[src/rtl/clock_set_controller.sv]
// rtl/clock_set_controller.sv - button debounce and set-mode FSM for the HH:MM:SS clock
// Optional: define AUTOREPEAT_EN for INC hold-to-repeat.
module clock_set_controller #(
   parameter logic [15:0] DEBOUNCE_CYCLES = 16'd20000,
   parameter logic [3:0]  BLINK_TICKS     = 4'd1,
   parameter logic [5:0]  TIMEOUT_TICKS   = 6'd30,
   parameter logic [15:0] REPEAT_DELAY    = 16'd40000,
   parameter logic [15:0] REPEAT_PERIOD   = 16'd10000
) (
   input  logic       clock,
   input  logic       reset,
   input  logic       btn_mode,
   input  logic       btn_inc,
   input  logic       tick,
   input  logic [4:0] hour_in,
   input  logic [5:0] minute_in,
   output logic       run_en,
   output logic       load_en,
   output logic [4:0] hour_load,
   output logic [5:0] minute_load,
   output logic       sec_clear,
   output logic [1:0] blink_mask,
   output logic [1:0] mode_state
);

   typedef enum logic [1:0] {RUN = 2'b00, SET_HOUR = 2'b01, SET_MIN = 2'b10, COMMIT = 2'b11} state_t;

   state_t      state;
   logic [1:0]  sync1, sync2, db, db_q, press;
   logic [15:0] db_cnt [2];
   logic        mode_p, inc_p, inc_all;
   logic        phase;
   logic [3:0]  blink_cnt;
   logic [5:0]  tmo_cnt;

   // Bit 1 is MODE, bit 0 is INC throughout the conditioning path.
   always_ff @(posedge clock or negedge reset) begin
      if (!reset) begin
         sync1 <= '0;
         sync2 <= '0;
         db    <= '0;
         db_q  <= '0;
         press <= '0;
         for (int i = 0; i < 2; i++) db_cnt[i] <= '0;
      end else begin
         sync1 <= {btn_mode, btn_inc};
         sync2 <= sync1;
         db_q  <= db;
         press <= db & ~db_q;
         for (int i = 0; i < 2; i++) begin
            if (sync2[i] == db[i]) begin
               db_cnt[i] <= '0;
            end else if (db_cnt[i] >= DEBOUNCE_CYCLES - 16'd1) begin
               db[i]     <= sync2[i];
               db_cnt[i] <= '0;
            end else begin
               db_cnt[i] <= db_cnt[i] + 16'd1;
            end
         end
      end
   end

   assign mode_p = press[1];
   assign inc_p  = press[0];

`ifdef AUTOREPEAT_EN
   logic        rep_on, rep_first, rep_p;
   logic [15:0] rep_cnt;
   state_t      rep_state;

   // rep_cnt holds the number of edges since arming/last pulse; state change or release stops it.
   always_ff @(posedge clock or negedge reset) begin
      if (!reset) begin
         rep_on    <= 1'b0;
         rep_first <= 1'b0;
         rep_p     <= 1'b0;
         rep_cnt   <= '0;
         rep_state <= RUN;
      end else begin
         rep_p <= 1'b0;
         if (inc_p && (state == SET_HOUR || state == SET_MIN)) begin
            rep_on    <= 1'b1;
            rep_first <= 1'b1;
            rep_cnt   <= 16'd1;
            rep_state <= state;
         end else if (rep_on && db[0] && state == rep_state) begin
            if (rep_cnt >= (rep_first ? REPEAT_DELAY - 16'd1 : REPEAT_PERIOD)) begin
               rep_p     <= 1'b1;
               rep_first <= 1'b0;
               rep_cnt   <= 16'd1;
            end else begin
               rep_cnt <= rep_cnt + 16'd1;
            end
         end else begin
            rep_on <= 1'b0;
         end
      end
   end

   assign inc_all = inc_p | rep_p;
`else
   logic unused_repeat_cfg;
   assign unused_repeat_cfg = ^{REPEAT_DELAY, REPEAT_PERIOD};
   assign inc_all = inc_p;
`endif

   always_ff @(posedge clock or negedge reset) begin
      if (!reset) begin
         state       <= RUN;
         run_en      <= 1'b1;
         load_en     <= 1'b0;
         sec_clear   <= 1'b0;
         blink_mask  <= 2'b00;
         hour_load   <= '0;
         minute_load <= '0;
         phase       <= 1'b0;
         blink_cnt   <= '0;
         tmo_cnt     <= '0;
      end else begin
         load_en   <= 1'b0;
         sec_clear <= 1'b0;
         case (state)
            RUN: begin
               if (mode_p) begin
                  state       <= SET_HOUR;
                  run_en      <= 1'b0;
                  hour_load   <= (hour_in > 5'd23) ? 5'd0 : hour_in;
                  minute_load <= (minute_in > 6'd59) ? 6'd0 : minute_in;
                  phase       <= 1'b0;
                  blink_cnt   <= '0;
                  tmo_cnt     <= '0;
                  blink_mask  <= 2'b00;
               end
            end
            SET_HOUR, SET_MIN: begin
               // MODE outranks INC; either press restarts timeout and blink phase.
               if (mode_p) begin
                  phase      <= 1'b0;
                  blink_cnt  <= '0;
                  tmo_cnt    <= '0;
                  blink_mask <= 2'b00;
                  if (state == SET_HOUR) begin
                     state <= SET_MIN;
                  end else begin
                     state     <= COMMIT;
                     load_en   <= 1'b1;
                     sec_clear <= 1'b1;
                  end
               end else if (inc_all) begin
                  phase      <= 1'b0;
                  blink_cnt  <= '0;
                  tmo_cnt    <= '0;
                  blink_mask <= 2'b00;
                  if (state == SET_HOUR)
                     hour_load <= (hour_load >= 5'd23) ? 5'd0 : hour_load + 5'd1;
                  else
                     minute_load <= (minute_load >= 6'd59) ? 6'd0 : minute_load + 6'd1;
               end else if (tick) begin
                  if (tmo_cnt >= TIMEOUT_TICKS - 6'd1) begin
                     state       <= RUN;
                     run_en      <= 1'b1;
                     blink_mask  <= 2'b00;
                     phase       <= 1'b0;
                     hour_load   <= '0;
                     minute_load <= '0;
                  end else begin
                     tmo_cnt <= tmo_cnt + 6'd1;
                     if (blink_cnt >= BLINK_TICKS - 4'd1) begin
                        blink_cnt  <= '0;
                        phase      <= ~phase;
                        blink_mask <= (state == SET_HOUR) ? {~phase, 1'b0} : {1'b0, ~phase};
                     end else begin
                        blink_cnt <= blink_cnt + 4'd1;
                     end
                  end
               end
            end
            COMMIT: begin
               state  <= RUN;
               run_en <= 1'b1;
            end
            default: state <= RUN;
         endcase
      end
   end

   assign mode_state = state;

endmodule

[config.mk]
export PLATFORM = sky130hd
export DESIGN_NAME = clock_set_controller
export DESIGN_NICKNAME = d
export VERILOG_FILES = /design/src/rtl/clock_set_controller.sv
export SDC_FILE = /design/constraint.sdc
export NUM_CORES = 1
export LEC_CHECK = 0
export ABC_AREA = 1
export CORE_ASPECT_RATIO = 1.25
export CORE_MARGIN = 1
export CORE_UTILIZATION = 55
export DETAILED_ROUTE_END_ITERATION = 10
export HOLD_SLACK_MARGIN = 0.03
export PLACE_DENSITY = 0.78
export RECOVER_POWER = 25
export SLEW_MARGIN = 20
export SYNTH_ARGS = -nofsm -noshare
export SYNTH_HDL_FRONTEND = slang
export SYNTH_SLANG_ARGS = --single-unit
[constraint.sdc]
create_clock -name clock -period 2.5 [get_ports clock]
set_clock_uncertainty 0.05 [all_clocks]
set_input_delay 0.5 -clock clock [delete_from_list [all_inputs] [get_ports clock]]
set_output_delay 0.5 -clock clock [all_outputs]
set_load 0.02 [all_outputs]
## Word level (Yosys, flattened, before mapping)

Cells that the tools add are included.

| storage, ports and cells | value |
|---|---|
| bits in registers | 70 |
| input port bits | 16 |
| output and inout bits | 18 |
| word-level logic and storage cells | 132 |

| operators by class | value |
|---|---|
| add/subtract/negate cells | 6 |
| order comparisons | 8 |
| equal/unequal tests | 20 |
| multiplexer cells | 65 |
| bitwise logic cells | 5 |
| reductions and logical operators | 11 |

Operator list:

| cell | count |
|---|---|
| 6-bit two-way mux | 13 |
| 16-bit two-way mux | 4 |
| 5-bit two-way mux | 8 |
| 16-bit by 1-bit adder with 16-bit output (second input constant) | 2 |
| 16-bit by 15-bit >= comparator with 1-bit output (second input constant) | 2 |
| 2-bit two-way mux | 12 |
| 4-bit two-way mux | 6 |
| 6-bit one-hot mux with 2 select lines | 2 |
| 3-bit inequality test (second input constant) | 7 |
| 1-bit two-way mux | 14 |
| 6-bit by 1-bit adder with 6-bit output (second input constant) | 2 |
| 4-bit AND reduction | 3 |
| 6-bit AND reduction | 2 |
| 2-bit inequality test (second input constant) | 5 |
| 5-bit one-hot mux with 2 select lines | 1 |
| 4-bit inequality test (second input constant) | 2 |
| 4-bit one-hot mux with 2 select lines | 1 |
| 6-bit by 5-bit >= comparator with 1-bit output (second input constant) | 1 |
| 6-bit >= comparator (second input constant) | 1 |
| 6-bit > comparator (second input constant) | 1 |
| 2-bit one-hot mux with 3 select lines | 1 |
| 5-bit by 1-bit adder with 5-bit output (second input constant) | 1 |
| 5-bit >= comparator (second input constant) | 1 |
| 5-bit > comparator (second input constant) | 1 |
| other kinds (17) | 22 |

## Logic depth before layout (Yosys ltp)

Gate-level depths: netlist (run 1).

| depth | value |
|---|---|
| word-level depth | 8 |
| depth in mapped cells | 11 |

## Worst setup path after synthesis (run 1)

Ideal clock, no wire load.

| timing | value |
|---|---|
| kind | register -> register |
| start | reg state[0] (netlist: mode_state[0]) |
| end | reg minute_load[3] |
| setup time | 0.118 ns |
| arrival time | 1.664 ns |
| path slack | 0.668 ns |
| stages on the path, launching flop included | 11 |
| buffers on the path | 1 |
| period minus slack after synthesis | 1.832 ns |
| path through | dfrtp_1 inv_1 ha_1 buf_6 nor2_1 nor2_4 nand2_2 a21oi_4 nand2_2 nand2_1 nand2_1 |

| between the ends | value |
|---|---|
| longest elaborated chain between the ends | 4 |

RTL lines:

| element | line | source |
|---|---|---|
| start: declaration | 28 | `state_t state;` |
| start signal: assignment | 109 | `state <= RUN;` |
| start signal: assignment | 125 | `state <= SET_HOUR;` |
| start signal: assignment | 143 | `state <= SET_MIN;` |
| 2-bit by 1-bit equality test with 1-bit output or 2-bit equality test (tied branches) | 122, 154 |  |
| 2-bit OR reduction | 122 | `case (state)` |
| 3-bit inequality test (no source line), or another cell as far along | - |  |
| 6-bit AND reduction (no source line) | - |  |
| end signal: assignment | 128 | `minute_load <= (minute_in > 6'd59) ? 6'd0 : minute_in;` |
| end signal: assignment | 157 | `minute_load <= (minute_load >= 6'd59) ? 6'd0 : minute_load + 6'd1;` |
| end: declaration | 20 | `output logic [5:0] minute_load,` |

Several ways; a longest one is shown, not always the timed one.
A chain may end at the register's enable or synchronous reset.

## Final worst setup path (run 1)

| timing | value |
|---|---|
| start | reg state[1] (netlist: mode_state[1]) |
| end | reg minute_load[0] |

The elaborated chain is that of the path after synthesis.

==> metrics.md, run 1 <==
| Metric | Value |
|---|---|
| Remaining Overflow, GRT | 0 |
| Post-CTS Setup Bufs | 0 |
| Type of origin of the critical path | flip-flop |
| Synthesized area | 0.00386 mm2 |
| Synth top area share | 0.422 |
| Largest fanout on the critical path | 8 |
| Yosys warns | 0 |
| Ranking of synthesized cells by area | dfrtp_1 (42%), nand2_1 (13%), nor2_1 (7.1%) |
| Initial antenna violation count | 0 |
| Synthesized flop and latch total | 66 |
| Post-synthesis instance total | 487 |
| Drt pass-1 iters | 7 |
| Cell Pwr Density | 851 mW/mm2 |
| H-tree Lvls | 3 |
| Area growth syn-to-layout | 15.2% |
| Tcrit/Tclk final | 0.832 |
| Max_slew headroom | 0.177 |
| Power, Total | 3.78 mW |
| First-pass GRT wire length | about 13,000 um |
| Final setup violating endpoints | 0 |
| Critical path class | reg2reg |
| Final slew viol count | 0 |
| CTS tree | done |
| Outcome | complete, no violations |
| Worst EP required | 2.69 ns |
| Final nets | about 550 |
| Gr usage total | 0.233 |
| Design area | 0.00444 mm2 |
| Most frequent cells in the layout | nand2_1 (129), nor2_1 (73), dfrtp_1 (65) |
| Clock Latency Late Sink | between 0.3 and 0.4 ns |
| Post-cts resize count | 0 |
| Die width | 76.9 um |
| Peak VDD IR | 0.000419 V |
| Post-Place Cell Area | 0.00426 mm2 |
| Root buffer cell | clkbuf_8 |
| Via Count | 3,163 |
| Worst hold path class | reg2reg |
| Final HPWL from detailed placement | 5590 um |
| Min cycle time layout | 2.08 ns |
| Antenna-violating nets left | 0 |
| FMAX | 481 MHz |
| Placeable Area | 0.00665 mm2 |
| Fillers | 552 |
| Synth area leader | dfrtp_1 |
| Clk buf depth | 2 |
| Vias in the first global route | 3,255 |
| Placer Congestion | 0.870 |
| Antenna diode count | 0 |
| WL/cell | 12.3 um |
| CTS Hold Buffers Added | 0 |
| Starting Density | 0.580 |
| # IOs | 34 |
| DRC violations left | 0 |
| Maximum Capacitance Violations | 0 |
| Yosys cell types | 35 |
| Clock Sinks | 66 |
| Final Hold Viols | 0 |
| Most common cell after layout, fill and taps aside | nand2_1 |
| Initial DRC Count | 97 |
| Slew @ Worst Pin | 1.23 ns |
| Worst EP arrival | 2.27 ns |
| Largest net degree at the start of global routing | 45 |
| Row count | 33 |
| Detailed Route WL | about 7600 um |
| Clock-pin slew on the worst setup and hold paths | 0.07 ns |
| Floorplan die height | between 90 and 100 um |
| Die Footprint | 0.00735 mm2 |
| Total CTS buffers | 9 |
| Setup crit end kind | flip-flop |
| Setup tns final | 0 ns |
| Port Buffers | 33 |
| Seq/Total Area, Yosys | 0.429 |
| Avg Cell Area, Syn | 7.92 um2 |
| P_leak | 1.99 nW |
| Layout cell share with drive strength beyond 1 | 0.130 |
| RSZ-0062 raised after global routing | false |
| Via density | 5.11 |
==> cells by family after synthesis <==
group,count (synthesis),share of synthesized area
flip-flops,66,0.429
AND/OR/NAND/NOR,301,0.370
AO/OA/AOI/OAI,31,0.0542
adder cells (fa/ha/maj),11,0.0357
XOR/XNOR,20,0.0454
buffers and inverters,57,0.0655
other,1,0.000972
==> where the power goes <==
part | leakage [nW] | internal [mW] | switching (mW)
Combinational | 1.03 | 0.572 | 1.01
Sequential | 0.878 | 1.22 | 0.154
Clock | 0.0900 | 0.443 | 0.384
Total | 1.99 | 2.23 | 1.55
==> Yosys cell counts, drive strengths merged <==
cell    number
nand2      140
nor2        95
dfrtp       65
nand3       56
inv         49
o21ai       17
xor2        16
ha          11
a21oi        8
buf          5
nand4        5
o21bai       4
xnor2        4
clkinv       2
nor3         2
or2          2
a31o         1
clkbuf       1
conb         1
dfstp        1
nand3b       1
o31ai        1
==> state kept, by name (all words and copies together), names as in the netlist <==
register	flops
db_cnt	32
minute_load	6
tmo_cnt	6
hour_load	5
blink_mask	2
db	2
db_q	2
mode_state	2
press	2
sync1	2
sync2	2
phase	1
run_en	1
sec_clear	1
==> per-stage QoR <==
| step | utilization | instances | setup WS (ns) | hold WS [ns] |
|---|---|---|---|---|
| after floorplan | - | 488 | 0.668 | 0.154 |
| after detailed placement | 0.641 | 603 | 0.468 | 0.288 |
| after CTS | 0.668 | 619 | 0.441 | 0.0903 |
| final | 0.668 | 619 | 0.419 | 0.299 |
| after global routing | 0.668 | 619 | 0.221 | 0.306 |
| after global placement | 0.641 | 603 | 0.562 | 0.283 |
==> worst max-delay path: stages, from the launching register on <==
cell and delay, ns:
dfrtp_1 0.41, inv_1 0.10, ha_1 0.48, nor2_1 0.15, nor2_4 0.16, nand2_2 0.10, a21oi_4 0.23, nand2_2 0.15
nand2_1 0.09, nand2_1 0.05
==> layout make-up <==
cell class	count	area, um2	area share
clock inverters	1	7.51	0.00169
flip-flops and latches	66	1650	0.372
clock buffers	15	176	0.0397
inverters	51	196	0.0442
repair buffers	34	344	0.0775
well taps	87	109	0.0245
multi-input cells	365	1950	0.440
==> worst paths after layout <==
| path | depth (start not counted) | end | from | slack [ns] |
|---|---|---|---|---|
| setup / recovery | 9 | minute_load[0] | mode_state[1] | 0.42 |
| hold / removal | 0 | sync2[1] | sync1[1] | 0.30 |
| setup reg to reg | 9 | minute_load[0] | mode_state[1] | 0.42 |
| hold reg to reg | 0 | sync2[1] | sync1[1] | 0.30 |
| max in group asynchronous | 2 | db_cnt[16] | reset | 1.23 |
| min in group asynchronous | 1 | mode_state[0] | reset | 0.34 |
==> metal layers <==
metal / share of wire / global-route usage / vias to the layer above / routed length, um
met5: 0 / 0 / - / 0
met4: 0.021 / 0.139 / 0 / 163
met3: 0.043 / 0.0354 / 19 / 324
met2: 0.52 / 0.438 / 84 / 3920
met1: 0.42 / 0.248 / 1445 / 3190
li1: - / - / 1615 / -
(Power assumes the default switching activity.)
==> run 2: changes to the inputs <==
clock period = 2.1 ns   (was 2.5 ns; I/O delays follow)
==> metrics.md, run 2 (synthesis gave the netlist of run 1 again) <==
| Metric | Value |
|---|---|
| Hold Startpoint | sync1[0] (was sync1[1]) |
| GRT met1 Usage | 0.275 (was 0.248) |
| H-tree Lvls | 3 (unchanged) |
| Die width | 76.9 um (unchanged) |
| Placer Congestion | 0.881 (was 0.870) |
| Port Buffers | 33 (unchanged) |
| Total CTS buffers | 9 (unchanged) |
| Max reg flops | 32 (unchanged) |
| Die Footprint | 0.00735 mm2 (unchanged) |
| Initial DRC Count | 138 (was 97) |
| Tcrit/Tclk final | 0.935 |
| Max stage delay on crit path | 0.66 ns (was 0.48 ns) |
| Clock Sinks | 66 (unchanged) |
| Detailed Route WL | 7530 um (was 7600 um) |
| Via density | 5.13 (was 5.11) |
| Antenna diode count | 0 (unchanged) |
| Worst EP required | 1.63 ns (was 2.69 ns) |
| Clk buf depth | 2 (unchanged) |
| Met3 Use GR | 0.0306 (was 0.0354) |
| Finished Layout Cells | 621 (was 619) |
| Layout cell share with drive strength beyond 1 | 0.139 (was 0.130) |
| Root buffer cell | clkbuf_8 (unchanged) |
| Buf/Inv on CP | 1 (unchanged) |
| GR Layer Usage met2 | 0.426 (was 0.438) |
| Most frequent cells in the layout | nand2_1 (129), nor2_1 (73), dfrtp_1 (65) (unchanged) |
| DRC violations left | 0 (unchanged) |
| Top delay family on crit path | buffers and inverters (was simple AND/OR/NAND/NOR gates) |
| Setup tns final | 0 ns (unchanged) |
| Area growth syn-to-layout | 17.4% (was 15.2%) |
| Sw frac | 0.389 (was 0.409) |
| Cell Pwr Density | 1080 mW/mm2 (was 851 mW/mm2) |
| Setup crit end kind | output port (was flip-flop) |
| Worst setup path start | minute_load[3] (was mode_state[1]) |
| Sw Pwr | 1.90 mW (was 1.55 mW) |
| Busiest grt layer | met2 (unchanged) |
| Worst flop-to-flop path startpoint | mode_state[1] (unchanged) |
| Pint | 2.97 mW (was 2.23 mW) |
| First-pass GRT wire length | 13,800 um (was 13,500 um) |
| Starting Density | 0.580 (unchanged) |
| Comb pwr share | 0.390 (was 0.418) |
| Crit-path slowest cell | clkdlybuf4s50_1 (was ha_1) |
| Initial antenna violation count | 0 (unchanged) |
| Clock-pin slew on the worst setup and hold paths | 0.08 ns (was 0.07 ns) |
| Largest net degree at the start of global routing | 53 (was 45) |
| Critical path class | reg2out (was reg2reg) |
| Final slew viol count | 0 (unchanged) |
| Final Hold Viols | 0 (unchanged) |
| Type of origin of the critical path | flip-flop (unchanged) |
| Antenna-violating nets left | 0 (unchanged) |
| Worst EP arrival | 1.49 ns (was 2.27 ns) |
| Drt pass-1 iters | 4 (was 7) |
| Max_slew headroom | 0.428 (was 0.177) |
| # IOs | 34 (unchanged) |
| Most flop-heavy register | db_cnt (unchanged) |
| R2R Setup Slk | 0.19 ns (was 0.42 ns) |
| Gr usage total | 0.238 (was 0.233) |
| Seq pwr share | 0.337 (was 0.363) |
| Most common cell after layout, fill and taps aside | nand2_1 (unchanged) |
| CTS tree | done (unchanged) |
| Clk pwr share | 0.273 (was 0.219) |
| Slew @ Worst Pin | 0.857 ns (was 1.23 ns) |
| Peak VDD IR | 0.000648 V (was 0.000419 V) |
| Remaining Overflow, GRT | 0 (unchanged) |
| Via Count | 3,183 (was 3,163) |
| RSZ-0062 raised after global routing | false (unchanged) |
| Row count | 33 (unchanged) |
| P_leak | 2.03 nW (was 1.99 nW) |
| Floorplan die height | 95.6 um (unchanged) |
| Maximum Capacitance Violations | 0 (unchanged) |
| Min cycle time layout | 1.96 ns |
| Register area | 0.00165 mm2 (unchanged) |
| Vias in the first global route | 3,192 (was 3,255) |
| CP Cell Sequence | clkdlybuf4s50_1 (was inv_1 -> ha_1 -> nor2_1 -> nor2_4 -> nand2_2 -> a21oi_4 -> nand2_2 -> nand2_1 -> nand2_1) |
| FMAX | 510 MHz |
| Largest fanout on the critical path | 7 (was 8) |
| Footprint of the multi-input gates | 0.00196 mm2 (was 0.00195 mm2) |
| Final setup violating endpoints | 0 (unchanged) |
| Final HPWL from detailed placement | 5540 um (was 5590 um) |
| Outcome | complete, no violations (unchanged) |
| Worst hold path class | reg2reg (unchanged) |
| Final nets | 556 (was 554) |
| WL/cell | 12.1 um (was 12.3 um) |
| Biggest regs | db_cnt x32, minute_load x6, tmo_cnt x6 (unchanged) |
| Fillers | 528 (was 552) |
| Placed insts | 604 (was 603) |
| Clock Latency Late Sink | 0.35 ns (about the same) |
| Placeable Area | 0.00665 mm2 (unchanged) |
-- run 2: layout make-up --
| class | count | share of cell area |
|---|---|---|
| clock buffers | 10 | 0.0304 |
| clock inverters | 6 | 0.0251 |
| inverters | 51 | 0.0434 |
| multi-input cells | 365 | 0.432 |
| flip-flops and latches | 66 | 0.365 |
| well taps | 87 | 0.0240 |
| repair buffers | 36 | 0.0799 |
-- run 2: power by group through the flow --
stage	clock [mW]	sequential (mW)	combinational, mW
detailed placement	0	1.66	1.89
global route	1.40	1.67	2.13
floorplan	0	1.76	1.24
global placement	0	1.66	1.84
CTS	1.35	1.64	1.91
finish	1.33	1.64	1.90
-- run 2: path summary, 6_finish.rpt --
check                            endpoint  depth (start not counted)
setup / recovery           minute_load[3]                          1
hold / removal                   sync2[0]                          0
setup reg to reg           minute_load[5]                          9
hold reg to reg                  sync2[0]                          0
max in group asynchronous          run_en                          3
min in group asynchronous        press[0]                          2
-- run 2: layer usage --
metal | wire, um | up-vias
li1 | - | 1611
met4 | 233 | 0
met5 | 0 | -
met3 | 238 | 19
met2 | 3830 | 71
met1 | 3230 | 1482
-- run 2: per-stage QoR --
stage               total power [mW]  utilization  hold WS [ns]  instance area (um2)  worst slack [ns]
floorplan                       3.00            -        0.0744                 3860             0.268
global placement                3.49        0.642         0.283                 4270             0.231
detailed placement              3.55        0.642         0.286                 4270             0.150
CTS                             4.89        0.681         0.298                 4530             0.119
global route                    5.19        0.681         0.309                 4530            0.0302
finish                          4.87        0.681         0.295                 4530             0.137
-- run 2: what timing repair did --
item | 4_1_cts | 5_1_grt
setup endpoints to repair | 0 | 7
gates resized for setup | 0 | 1
buffers inserted | 0 | 0
hold buffers | 1 | 0
hold endpoints to repair | 14 | 0
